<file path="config.mk">
export PLATFORM = sky130hd
export DESIGN_NAME = counter_bank_ovr_flat
export DESIGN_NICKNAME = d
export VERILOG_FILES = /design/src/rtl/counter_bank_ovr_if.sv /design/src/rtl/counter_bank_ovr.sv /design/src/flat_wrapper.sv
export SDC_FILE = /design/constraint.sdc
export NUM_CORES = 1
export LEC_CHECK = 0
export BUFFER_PORTS_ARGS = -buffer_cell sky130_fd_sc_hd__buf_2
export CAP_MARGIN = 20
export CORE_ASPECT_RATIO = 0.75
export CORE_MARGIN = 2
export CORE_UTILIZATION = 44
export CTS_BUF_LIST = sky130_fd_sc_hd__clkbuf_8
export DETAILED_ROUTE_END_ITERATION = 8
export PLACE_DENSITY = 0.79
export SYNTH_ARGS = -nofsm -noshare
export SYNTH_HDL_FRONTEND = slang
export SYNTH_SLANG_ARGS = --single-unit
</file>
<file path="constraint.sdc">
create_clock -name clk -period 1.4 [get_ports clk]
set_input_delay 0 -clock clk [delete_from_list [all_inputs] [get_ports clk]]
set_output_delay 0 -clock clk [all_outputs]
set_load 0.03 [all_outputs]
</file>
<file path="src/rtl/counter_bank_ovr_if.sv">
// Bus bundle for the counter bank: per-channel controls in, counters and
// snapshot out. Channel i occupies [2i+1:2i] of mode, bit i of en/wrap/ovr,
// and [WIDTH*i +: WIDTH] of force_val/limit/cnt/snap_cnt.
interface counter_bank_ovr_if #(
  parameter int WIDTH    = 4,
  parameter int CHANNELS = 2
);
  logic [CHANNELS-1:0]       en;
  logic [2*CHANNELS-1:0]     mode;
  logic [CHANNELS*WIDTH-1:0] force_val;
  logic [CHANNELS*WIDTH-1:0] limit;
  logic                      snap;
  logic [CHANNELS*WIDTH-1:0] cnt;
  logic [CHANNELS-1:0]       wrap;
  logic [CHANNELS-1:0]       ovr;
  logic [CHANNELS*WIDTH-1:0] snap_cnt;
  logic                      snap_valid;

  modport master (
    output en, mode, force_val, limit, snap,
    input  cnt, wrap, ovr, snap_cnt, snap_valid
  );

  modport slave (
    input  en, mode, force_val, limit, snap,
    output cnt, wrap, ovr, snap_cnt, snap_valid
  );
endinterface

</file>
<file path="src/rtl/counter_bank_ovr.sv">
// Bank of independent up-counters with per-channel override (count, hold,
// force-load, clear), inclusive terminal count with a wrap pulse, and a
// global snapshot that captures every channel's pre-update value together.
module counter_bank_ovr #(
  parameter int WIDTH    = 4,
  parameter int CHANNELS = 2
) (
  input logic                clk,
  input logic                reset,
  counter_bank_ovr_if.slave  bus
);

  localparam logic [1:0] MODE_COUNT = 2'b00;
  localparam logic [1:0] MODE_HOLD  = 2'b01;
  localparam logic [1:0] MODE_FORCE = 2'b10;
  localparam logic [1:0] MODE_CLEAR = 2'b11;

  logic [CHANNELS*WIDTH-1:0] cnt_d, cnt_q;
  logic [CHANNELS-1:0]       wrap_d, wrap_q;
  logic [CHANNELS-1:0]       ovr_d, ovr_q;
  logic [CHANNELS*WIDTH-1:0] snap_cnt_d, snap_cnt_q;
  logic                      snap_valid_d, snap_valid_q;

  // One channel's next value, returned as {wrap, cnt}. The >= compare makes a
  // limit lowered beneath the current count wrap on the next enabled cycle,
  // so the counter never runs past limit and cnt+1 cannot overflow.
  function automatic logic [WIDTH:0] next_chan(
    input logic [1:0]       m,
    input logic             e,
    input logic [WIDTH-1:0] c,
    input logic [WIDTH-1:0] fv,
    input logic [WIDTH-1:0] lim
  );
    logic [WIDTH:0] r;
    r = {1'b0, c};
    case (m)
      MODE_COUNT: begin
        if (e) begin
          if (c >= lim) r = {1'b1, {WIDTH{1'b0}}};
          else          r = {1'b0, c + 1'b1};
        end
      end
      MODE_HOLD:  r = {1'b0, c};
      MODE_FORCE: r = {1'b0, fv};
      MODE_CLEAR: r = {1'b0, {WIDTH{1'b0}}};
      default:    r = {1'b0, c};
    endcase
    return r;
  endfunction

  // Per-channel next state plus snapshot capture of the pre-update counters.
  always_comb begin
    cnt_d        = cnt_q;
    wrap_d       = '0;
    ovr_d        = '0;
    snap_cnt_d   = snap_cnt_q;
    snap_valid_d = bus.snap;
    for (int i = 0; i < CHANNELS; i++) begin
      {wrap_d[i], cnt_d[WIDTH*i +: WIDTH]} = next_chan(
        bus.mode[2*i +: 2], bus.en[i], cnt_q[WIDTH*i +: WIDTH],
        bus.force_val[WIDTH*i +: WIDTH], bus.limit[WIDTH*i +: WIDTH]);
      ovr_d[i] = (bus.mode[2*i +: 2] != MODE_COUNT);
    end
    if (bus.snap) snap_cnt_d = cnt_q;
  end

  // State registers; reset clears every output and overrides all inputs.
  always_ff @(posedge clk) begin
    if (reset) begin
      cnt_q        <= '0;
      wrap_q       <= '0;
      ovr_q        <= '0;
      snap_cnt_q   <= '0;
      snap_valid_q <= 1'b0;
    end else begin
      cnt_q        <= cnt_d;
      wrap_q       <= wrap_d;
      ovr_q        <= ovr_d;
      snap_cnt_q   <= snap_cnt_d;
      snap_valid_q <= snap_valid_d;
    end
  end

  assign bus.cnt        = cnt_q;
  assign bus.wrap       = wrap_q;
  assign bus.ovr        = ovr_q;
  assign bus.snap_cnt   = snap_cnt_q;
  assign bus.snap_valid = snap_valid_q;

endmodule

</file>
<file path="src/flat_wrapper.sv">
// flat-port wrapper written by rule: the top's interface ports become plain ports
module counter_bank_ovr_flat 
#(
  parameter int WIDTH    = 4,
  parameter int CHANNELS = 2
)
  (clk, reset, bus_en, bus_mode, bus_force_val, bus_limit, bus_snap, bus_cnt, bus_wrap, bus_ovr, bus_snap_cnt, bus_snap_valid);
  counter_bank_ovr_if #(.WIDTH(WIDTH), .CHANNELS(CHANNELS)) bus_i ();
  input logic clk;
  input logic reset;
  input wire logic [$bits(bus_i.en)-1:0] bus_en;
  input wire logic [$bits(bus_i.mode)-1:0] bus_mode;
  input wire logic [$bits(bus_i.force_val)-1:0] bus_force_val;
  input wire logic [$bits(bus_i.limit)-1:0] bus_limit;
  input wire logic [$bits(bus_i.snap)-1:0] bus_snap;
  output wire logic [$bits(bus_i.cnt)-1:0] bus_cnt;
  output wire logic [$bits(bus_i.wrap)-1:0] bus_wrap;
  output wire logic [$bits(bus_i.ovr)-1:0] bus_ovr;
  output wire logic [$bits(bus_i.snap_cnt)-1:0] bus_snap_cnt;
  output wire logic [$bits(bus_i.snap_valid)-1:0] bus_snap_valid;
  assign bus_i.en = bus_en;
  assign bus_i.mode = bus_mode;
  assign bus_i.force_val = bus_force_val;
  assign bus_i.limit = bus_limit;
  assign bus_i.snap = bus_snap;
  assign bus_cnt = bus_i.cnt;
  assign bus_wrap = bus_i.wrap;
  assign bus_ovr = bus_i.ovr;
  assign bus_snap_cnt = bus_i.snap_cnt;
  assign bus_snap_valid = bus_i.snap_valid;
  counter_bank_ovr #(.WIDTH(WIDTH), .CHANNELS(CHANNELS)) u_core (.clk(clk), .reset(reset), .bus(bus_i));
endmodule
</file>
======== Word level (Yosys, flattened, before mapping) ========
Index checks and enable logic that the tools add are counted.
word-level totals
  register bits ........................... 21
  bits of input ports ..................... 25
  output and inout port bits .............. 21
  logic and storage cells ................. 32
cells by class
  $add $sub $neg .......................... 2
  order comparisons ....................... 2
  eq/ne operators ......................... 8
  muxes and demuxes ....................... 6
  bitwise logic cells ..................... 2
  reduce and logical (&&, ||, !) cells .... 6
operators by type and width
  kind                                            number
  case mux 5 bit (4 select lines)                 2
  2-to-1 mux 5 bit                                4
  adder 4 x 1 -> 4 bit (second input constant)    2
  == test 2 bit (second input constant)           4
  greater-or-equal comparator 4 bit               2
  == test 2 x 1 -> 1 bit (second input constant)  2
  logical NOT 2 bit                               2
  != test 2 bit (second input constant)           2
  AND reduction 2 bit                             2
  nonzero test 2 bit                              2
  NOT 1 bit                                       2

======== Longest topological paths before layout ========
Gate-level depths: netlist of run 1.
  depth in word-level cells ............... 4
  mapped depth ............................ 6
  gate-level depth less buffers ........... 6

======== Least setup slack after synthesis of run 1 ========
Ideal clock, no wire load.
  path type ............................... flip-flop to flip-flop
  from .................................... register u_core.cnt_q[0] (netlist: u_core.bus.cnt[0])
  to ...................................... register u_core.cnt_q[2] (netlist: u_core.bus.cnt[2])
  setup time .............................. 86 ps
  arrival time ............................ 1,716 ps
  data required time ...................... 1,314 ps
  slack ................................... -402 ps
  cell stages (with the launch flop) ...... 7
  buffers on the path ..................... 0
  clock period less this slack ............ 1,802 ps
  cells stage by stage .................... dfxtp_1 inv_1 ha_1 or3b_1 o2111ai_2 nand3_1 a211oi_1
between the ends
  word-level cells in the longest chain between the ends .. 4
  elaborated cells on any way between the ends .. 5
  classes of those cells .................. add/sub: 1; order compare: 1; mux: 3
ends and longest elaborated chain
  item                                                                       RTL line                                        text
  from (decl)                                                                counter_bank_ovr.sv:18                          logic [CHANNELS*WIDTH-1:0] cnt_d, cnt_q;
  from (signal assigned)                                                     counter_bank_ovr.sv:76                          cnt_q <= cnt_d;
  adder 4 x 1 -> 4 bit or greater-or-equal comparator 4 bit (tied branches)  counter_bank_ovr.sv:40, counter_bank_ovr.sv:39
  2-to-1 mux 5 bit *                                                         counter_bank_ovr.sv:39                          if (c >= lim) r = {1'b1, {WIDTH{1'b0}}};
  2-to-1 mux 5 bit *                                                         counter_bank_ovr.sv:38                          if (e) begin
  case mux 5 bit (4 select lines) *                                          counter_bank_ovr.sv:36                          case (m)
Every way passes the cells marked *; elsewhere a longest branch is shown, timed or not. The select of a mux whose other input is x is not followed.
A chain may end at the register's enable or synchronous reset.

======== Worst setup path in the final report of run 1 ========
  from .................................... register u_core.cnt_q[4] (netlist: u_core.bus.cnt[4])
  to ...................................... register u_core.cnt_q[6] (netlist: u_core.bus.cnt[6])
The elaborated chain is that of the path after synthesis.

==> results of run 1 <==
[cells in the mapped netlist, types with 2 or more instances]
| library cell | n |
|---|---|
| dfxtp_1 | 21 |
| nor2_1 | 20 |
| inv_1 | 18 |
| ha_1 | 10 |
| o21ai_0 | 9 |
| mux2i_1 | 8 |
| a32oi_1 | 6 |
| nor3_1 | 6 |
| nand3_1 | 4 |
| a211oi_1 | 3 |
| nor2b_1 | 3 |
| a21oi_1 | 2 |
| and3_1 | 2 |
| clkbuf_1 | 2 |
| nand2_1 | 2 |
| o2111ai_2 | 2 |
| or3b_1 | 2 |
| xnor2_1 | 2 |
| xor2_1 | 2 |
[worst max-delay path: stages, from the launching register on]
cell       delay, ns
dfxtp_4         0.35
inv_4           0.06
ha_4            0.18
or3b_4          0.38
o2111ai_4       0.11
nand3_2         0.11
a211oi_2        0.24
[power breakdown]
part           internal [mW]  total [mW]  switching [mW]
Clock                  0.198       0.387           0.189
Combinational          0.187       0.439           0.252
Sequential             0.633       0.652          0.0196
[state kept, by name, summed over array words and instances, names as in the netlist]
name,flops
u_core.bus.wrap,2
u_core.bus.ovr,2
u_core.bus.cnt,8
u_core.bus.snap_cnt,8
u_core.bus.snap_valid,1
[what timing repair did]
action,in CTS,in global routing
resized for setup,6,5
endpoints found under the setup margin,8,9
pin swaps,7,6
buffers inserted,2,0
[cell type report]
| cell class | instances | area share, % |
|---|---|---|
| flip-flops and latches | 21 | 26.8 |
| multi-input cells | 85 | 41.4 |
| clock buffers | 3 | 2.55 |
| well taps | 34 | 2.63 |
| clock inverters | 1 | 0.310 |
| inverters | 18 | 4.49 |
| repair buffers | 62 | 21.8 |
[cell families after synthesis]
logic type,Yosys count
muxes,8
and+or+nand+nor,39
adders and majority gates,10
AOI/OAI and AO/OA,24
DFF,21
xor gates and xnor gates,4
buffers and inverters,21
[metal layers]
metal,up-vias,part of all wire [%]
li1,566,-
met1,547,43
met2,42,50
met3,2,6.7
met4,0,0.79
met5,-,0
[worst paths after layout]
path,start,end,depth (start not counted)
max,u_core.bus.cnt[4]$_SDFFE_PP0P_,u_core.bus.cnt[6]$_SDFFE_PP0P_,6
min,bus_mode[3],u_core.bus.ovr[1]$_SDFF_PP0_,3
max reg2reg,u_core.bus.cnt[4]$_SDFFE_PP0P_,u_core.bus.cnt[6]$_SDFFE_PP0P_,6
min reg2reg,u_core.bus.snap_cnt[7]$_SDFFE_PP0P_,u_core.bus.snap_cnt[7]$_SDFFE_PP0P_,2
==> flow_summary.json, run 1 <==
{
  "synth_top_area_share_pct": 38.2,
  "reg2reg_slack_ns": -0.11,
  "drt-initial-drc-count": 100,
  "cp_data_required_time_ns": 1.58,
  "fillers": 182,
  "avgRoutedWirePerCell_um": 13.5,
  "clock_skew_ns": 0.00333,
  "synth-xor-area-share_pct": 3.19,
  "pre_cts_ws_ns": -0.156,
  "die_h_um": 47.3,
  "use_met1_pct": 27.1,
  "synthAdderAreaFrac_pct": 11.4,
  "ys_ff_latch": 21,
  "firstDrtPassIters": 5,
  "violations": "negative setup slack",
  "syn_inst": 127,
  "synth_top_family_by_area": "simple AND/OR/NAND/NOR gates",
  "p_total_mw": 1.48,
  "syn_to_final_growth_pct": 47.0,
  "die_area_mm2": 0.00292,
  "min_period_ns": 1.51,
  "final_core_util_pct": 69.5,
  "rsz0062_at_grt": "yes",
  "die_width_um": 61.7,
  "multiInputGateArea_um2": 669,
  "yosys-mux-area-fraction_pct": 7.28,
  "ys_warn_count": 0,
  "grt_pass1_wl_um": 4510,
  "wl_um": 3030,
  "worst_setup_path_end_kind": "flop",
  "hp-class": "in2reg",
  "relSlewSlack_pct": 65.7,
  "grt_util_met2_pct": 36.0,
  "whs_ns": 0.0393,
  "setup_ws_ns": -0.109,
  "routabilityCongestion": 0.939,
  "drv_slew": 0,
  "postSynthAreaPerCell_um2": 8.66,
  "via_count": 1157,
  "outcome": "complete, but fails checks",
  "seq_area_frac_synth_pct": 38.2,
  "arrival_ns": 1.69,
  "drive_above_1_share_pct": 45.3,
  "layout_commonest_cell": "buf_2",
  "fin_tns_setup_ns": -0.353,
  "cts.sinks": 21,
  "detail_route.drc_violations": 0,
  "vdd_drop_max_v": 0.000760,
  "crit_fanout": 5,
  "instances_no_fill": 224,
  "core-area_mm2": 0.00233,
  "max_freq_mhz": 663,
  "finalHoldViolCount": 0,
  "cts_buffers": 3,
  "antenna_left": 0,
  "startpoint_type": "flop",
  "postLayoutCellArea_mm2": 0.00162,
  "clock_latency_ns": 0.26,
  "worst_pin_slew_ns": 0.509,
  "powerDensity_mw_per_mm2": 915,
  "max_cap_viol_count": 0,
  "n_antenna_cell": 0,
  "clock-root-buffer": "clkbuf_8",
  "setup_viol": 8,
  "grt_usage_pct": 21.1,
  "grt_max_degree": 22,
  "clk_path_buf_depth": 2,
  "dp_hpwl_um": 2310,
  "numPortBuffers": 45,
  "rows": 15,
  "synth_area_mm2": 0.00110,
  "grt_pass1_vias": 1058,
  "synthFlopType": "dfxtp_1",
  "grt.busiest_layer": "met2",
  "regArea_um2": 433,
  "async_reset_ff_share_pct": 0,
  "critPathKind": "reg2reg",
  "grt_overflow": 0,
  "start_util_pct": 47.3,
  "yosysUniqueCellTypes": 22,
  "synth_top_area_cell": "dfxtp_1",
  "cts.clk_slew.worst_paths_ns": 0.07,
  "htreeDepth": 1,
  "vias_per_cell": 5.17,
  "layout_common_cells": "buf_2, nor2_1, buf_4",
  "postPlaceCellArea_mm2": 0.00151,
  "antenna_found_initial": 0,
  "synth_edf_count": 0,
  "cts_hold_buf": 0,
  "syn_nets": 162,
  "grt_use_met3_pct": 7.16,
  "synthTopCellsByArea": "dfxtp_1, ha_1, mux2i_1",
  "ios": 46,
  "cts_tree": "built",
  "p_leak_nw": 0.838,
  "synthSimpleGateAreaFrac_pct": 16.5,
  "nets": 226,
  "synth_compound_area_share_pct": 16.2,
  "min_period_over_period_pct": 108,
  "dp.cells": 218
}
Note: power is estimated with default switching activity, not from simulation.
==> run 2, diff against run 1 <==
--- a/config.mk
+++ b/config.mk
@@ -12,6 +12,7 @@
 export CORE_UTILIZATION = 44
 export CTS_BUF_LIST = sky130_fd_sc_hd__clkbuf_8
 export DETAILED_ROUTE_END_ITERATION = 8
+export HOLD_SLACK_MARGIN = 0.15
 export PLACE_DENSITY = 0.79
 export SYNTH_ARGS = -nofsm -noshare
 export SYNTH_HDL_FRONTEND = slang
==> run 2 against run 1 <==
Clock power about the same; first-iteration DRC count is 8.0% lower; highest routed layer unchanged; clock skew hardly changed; register-to-register slack is essentially flat; largest cell class unchanged; critical endpoint unchanged; hold slack improved by 0.17 ns; the run still ends with negative setup slack left; routed wire length increased by 3.9%; global-route usage up 1.2 points.
==> flow_summary.json, run 2 (synthesis results as in run 1) <==
{
  "max_cap_viol_count": 0,
  "cts.clk_slew.worst_paths_ns": 0.07,
  "die_h_um": 47.3,
  "powerDensity_mw_per_mm2": 877,
  "relSlewSlack_pct": 66.2,
  "cts_tree": "built",
  "worst_setup_path_end_kind": "flop",
  "grt_pass1_vias": 1141,
  "detail_route.drc_violations": 0,
  "final_core_util_pct": 73.5,
  "clock_skew_ns": 0.00338,
  "grt_max_degree": 22,
  "grt_util_met2_pct": 38.3,
  "hp-class": "in2reg",
  "ios": 46,
  "setup_viol": 8,
  "nets": 235,
  "drv_slew": 0,
  "grt_overflow": 0,
  "path_cells": "inv_4 > ha_4 > or3b_4 > o2111ai_4 > nand3_2 > a211oi_2",
  "cp_data_required_time_ns": 1.58,
  "grt_usage_pct": 22.3,
  "htreeDepth": 1,
  "drive_above_1_share_pct": 43.7,
  "startpoint_type": "flop",
  "via_count": 1217,
  "syn_to_final_growth_pct": 55.6,
  "core-area_mm2": 0.00233,
  "clk_path_buf_depth": 2,
  "pre_cts_ws_ns": -0.156,
  "whs_ns": 0.206,
  "firstDrtPassIters": 4,
  "vias_per_cell": 5.22,
  "die_area_mm2": 0.00292,
  "die_width_um": 61.7,
  "antenna_left": 0,
  "clock_latency_ns": 0.26,
  "grt_pass1_wl_um": 4770,
  "numPortBuffers": 45,
  "grt.busiest_layer": "met2",
  "start_util_pct": 47.3,
  "cts.sinks": 21,
  "n_antenna_cell": 0,
  "worst_pin_slew_ns": 0.502,
  "cp_top_family": "simple AND/OR/NAND/NOR gates",
  "fin_tns_setup_ns": -0.373,
  "slowest_stage": "or3b_4",
  "max_freq_mhz": 666,
  "arrival_ns": 1.68,
  "antenna_found_initial": 0,
  "p_total_mw": 1.50,
  "outcome": "complete, but fails checks",
  "wl_um": 3140,
  "critPathKind": "reg2reg",
  "cts_buffers": 3,
  "grt_use_met3_pct": 7.71,
  "min_period_ns": 1.50,
  "rsz0062_at_grt": "yes",
  "use_met1_pct": 28.1,
  "drt-initial-drc-count": 92,
  "avgRoutedWirePerCell_um": 13.5,
  "setup_ws_ns": -0.102,
  "rows": 15,
  "violations": "negative setup slack",
  "routabilityCongestion": 0.939,
  "finalHoldViolCount": 0,
  "vdd_drop_max_v": 0.000767,
  "critical_path_buf_inv_count": 1,
  "layout_commonest_cell": "buf_2",
  "layout_common_cells": "buf_2, nor2_1, buf_4",
  "p_leak_nw": 0.880,
  "min_period_over_period_pct": 107,
  "slowest_delay_ns": 0.38,
  "clock-root-buffer": "clkbuf_8",
  "crit_fanout": 5,
  "dp_hpwl_um": 2310
}
==> run 2: cell types whose count changed in the layout (fill, tap and decap cells not counted) <==
cell / delta
buf_2: -1
clkbuf_4: +1
dlygate4sd3_1: +9
nor2_1: -1
nor2_2: +1
==> run 2: worst min-delay path, stage by stage <==
cell and delay (ns):
buf_2 0.12, nor2b_1 0.06, o21ai_1 0.16, a211oi_1 0.08
==> run 2: layout make-up <==
| cell class | instances | area, um2 |
|---|---|---|
| multi-input cells | 85 | 672 |
| inverters | 18 | 72.6 |
| repair buffers | 71 | 445 |
| clock inverters | 1 | 5.00 |
| well taps | 34 | 42.5 |
| flip-flops and latches | 21 | 433 |
| clock buffers | 3 | 41.3 |
| fillers | 168 | 616 |
==> run 2: per-stage QoR <==
step,cells,instance area (um2)
2_1_floorplan,127,1140
3_3_place_gp,218,1510
3_5_place_dp,218,1510
4_1_cts,233,1680
5_1_grt,233,1710
6_report,233,1710
==> run 2: final timing paths <==
| path | start | to | slack, ns | cells past startpoint |
|---|---|---|---|---|
| worst max-delay path | u_core.bus.cnt[4]$_SDFFE_PP0P_ | u_core.bus.cnt[6]$_SDFFE_PP0P_ | -0.10 | 6 |
| worst min-delay path | bus_mode[0] | u_core.bus.cnt[2]$_SDFFE_PP0P_ | 0.21 | 4 |
| worst max register to register | u_core.bus.cnt[4]$_SDFFE_PP0P_ | u_core.bus.cnt[6]$_SDFFE_PP0P_ | -0.10 | 6 |
| worst min register to register | u_core.bus.snap_cnt[7]$_SDFFE_PP0P_ | u_core.bus.snap_cnt[7]$_SDFFE_PP0P_ | 0.50 | 2 |
==> run 2: timing repair <==
action                                  in CTS  in global routing
hold endpoints to repair                     8                  0
cloned                                       0                  0
hold buffers                                 9                  0
endpoints found under the setup margin       8                 11
pin swaps                                    7                  6
resized for setup                            6                  7
buffers inserted                             2                  0
==> run 2: report_power, final <==
group          leakage [nW]  switching [mW]  internal (mW)
registers             0.175          0.0195          0.633
logic                 0.680           0.258          0.205
clock network        0.0255           0.187          0.198
==> run 2: routing by layer <==
metal,up-vias,routed length [um]
met2,48,1540
met3,4,217
li1,584,-
met1,581,1360
met5,-,0
met4,0,26
==> run 3, diff against run 2 <==
--- a/config.mk
+++ b/config.mk
@@ -7,7 +7,7 @@
 export LEC_CHECK = 0
 export BUFFER_PORTS_ARGS = -buffer_cell sky130_fd_sc_hd__buf_2
 export CAP_MARGIN = 20
-export CORE_ASPECT_RATIO = 0.75
+export CORE_ASPECT_RATIO = 1.1
 export CORE_MARGIN = 2
 export CORE_UTILIZATION = 44
 export CTS_BUF_LIST = sky130_fd_sc_hd__clkbuf_8
==> run 3 against run 2 <==
Clock power is 5.5% higher; the flow still finishes with violations (negative setup slack); highest routed layer unchanged; sequential share of layout area is 0.29 points lower; hold slack worse by 0.034 ns; critical path depth stayed put; via count is 2.0% lower.
==> flow_summary.json, run 3 (synthesis results as in run 1) <==
{
  "outcome": "complete, but fails checks",
  "violations": "negative setup slack",
  "core-area_mm2": 0.00242,
  "worst_setup_path_end_kind": "flop",
  "critical_path_buf_inv_count": 1,
  "detail_route.drc_violations": 0,
  "relSlewSlack_pct": 64.2,
  "drt-initial-drc-count": 15,
  "cts_buffers": 3,
  "antenna_found_initial": 0,
  "path_cells": "inv_4 > ha_4 > or3b_4 > o2111ai_4 > a32oi_2 > nor3_2",
  "slowest_delay_ns": 0.39,
  "via_count": 1193,
  "worst_pin_slew_ns": 0.531,
  "grt_pass1_vias": 1188,
  "cts_tree": "built",
  "startpoint_type": "flop",
  "finalHoldViolCount": 0,
  "wl_um": 3060,
  "hp-class": "in2reg",
  "min_period_ns": 1.50,
  "start_util_pct": 45.4,
  "regArea_um2": 433,
  "multiInputGateArea_um2": 693,
  "grt_max_degree": 22,
  "cp_data_required_time_ns": 1.59,
  "max_cap_viol_count": 0,
  "setup_ws_ns": -0.0989,
  "cts.sinks": 21,
  "firstDrtPassIters": 6,
  "drv_slew": 0,
  "arrival_ns": 1.69,
  "clock_latency_ns": 0.26,
  "vias_per_cell": 5.19,
  "cp_top_family": "simple AND/OR/NAND/NOR gates",
  "min_period_over_period_pct": 107,
  "p_leak_nw": 0.881,
  "ios": 46,
  "slowest_stage": "or3b_4",
  "clk_path_buf_depth": 2,
  "die_h_um": 56.4,
  "avgRoutedWirePerCell_um": 13.3,
  "nets": 235,
  "syn_to_final_growth_pct": 57.5,
  "clock-root-buffer": "clkbuf_8",
  "die_width_um": 51.7,
  "fillers": 203,
  "cts.clk_slew.worst_paths_ns": 0.08,
  "dp_hpwl_um": 2190,
  "clock_skew_ns": 0.00370,
  "crit_fanout": 5,
  "p_total_mw": 1.53,
  "grt_usage_pct": 22.3,
  "grt_overflow": 0,
  "numPortBuffers": 45,
  "rsz0062_at_grt": "yes",
  "antenna_left": 0,
  "max_freq_mhz": 667,
  "critPathKind": "reg2reg",
  "routabilityCongestion": 0.802,
  "setup_viol": 9,
  "drive_above_1_share_pct": 45.2,
  "fin_tns_setup_ns": -0.541,
  "powerDensity_mw_per_mm2": 882,
  "rows": 19,
  "htreeDepth": 1,
  "layout_commonest_cell": "buf_2",
  "layout_common_cells": "buf_2, nor2_1, buf_4",
  "grt_pass1_wl_um": 4920,
  "n_antenna_cell": 0,
  "die_area_mm2": 0.00292,
  "vdd_drop_max_v": 0.000523
}
[run 3: cell type report]
class	count	area share [%]
tap	31	2.24
multi-input combinational	85	40.0
sequential	21	25.0
clock buffer	3	2.38
inverter	18	4.19
clock inverter	1	0.434
timing repair buffer	71	25.7
[run 3: layer usage]
layer / vias up / global-route usage (%) / wire [um]
li1: 589 / - / -
met1: 555 / 24.5 / 1210
met2: 42 / 41.4 / 1630
met3: 7 / 2.39 / 153
met4: 0 / 10.2 / 66
met5: - / 0 / 0
[run 3: final timing paths]
path                                             from                             endpoint  slack [ns]  cells past startpoint
setup / recovery       u_core.bus.cnt[4]$_SDFFE_PP0P_       u_core.bus.cnt[4]$_SDFFE_PP0P_        -0.1                      6
hold / removal                       bus_force_val[0]       u_core.bus.cnt[0]$_SDFFE_PP0P_        0.17                      5
hold reg to reg   u_core.bus.snap_cnt[4]$_SDFFE_PP0P_  u_core.bus.snap_cnt[4]$_SDFFE_PP0P_        0.50                      2
setup reg to reg       u_core.bus.cnt[4]$_SDFFE_PP0P_       u_core.bus.cnt[4]$_SDFFE_PP0P_        -0.1                      6
[run 3: through the flow]
step / cell area (um2) / hold slack, ns / setup slack, ns / util, % / std cells
after global routing: 1730 / 0.182 / -0.147 / 71.4 / 230
after global placement: 1490 / 0.291 / -0.0682 / 61.6 / 214
final: 1730 / 0.171 / -0.0989 / 71.4 / 230
after CTS: 1680 / 0.163 / -0.0818 / 69.3 / 228
after detailed placement: 1490 / 0.298 / -0.117 / 61.6 / 214
after floorplan: 1140 / 0.0716 / -0.139 / - / 127
[run 3: what timing repair did]
action / in CTS / in global routing
gates cloned: 0 / 0
hold buffers: 9 / 0
pin swaps: 7 / 6
hold endpoints to repair: 12 / 0
endpoints found under the setup margin: 8 / 10
buffers inserted: 1 / 2
resized for setup: 8 / 9
[run 3: worst reg2reg max path: stages (launching register included)]
cell       delay (ns)
dfxtp_4          0.37
inv_4            0.04
ha_4             0.20
or3b_4           0.39
o2111ai_4        0.11
a32oi_2          0.16
nor3_2           0.16
[run 3: report_power, final]
| part | total (mW) | leakage, nW | switching [mW] | internal, mW |
|---|---|---|---|---|
| registers | 0.652 | 0.175 | 0.0196 | 0.632 |
| clock network | 0.406 | 0.0217 | 0.205 | 0.201 |
| logic | 0.469 | 0.684 | 0.260 | 0.209 |
| total | 1.53 | 0.881 | 0.484 | 1.04 |
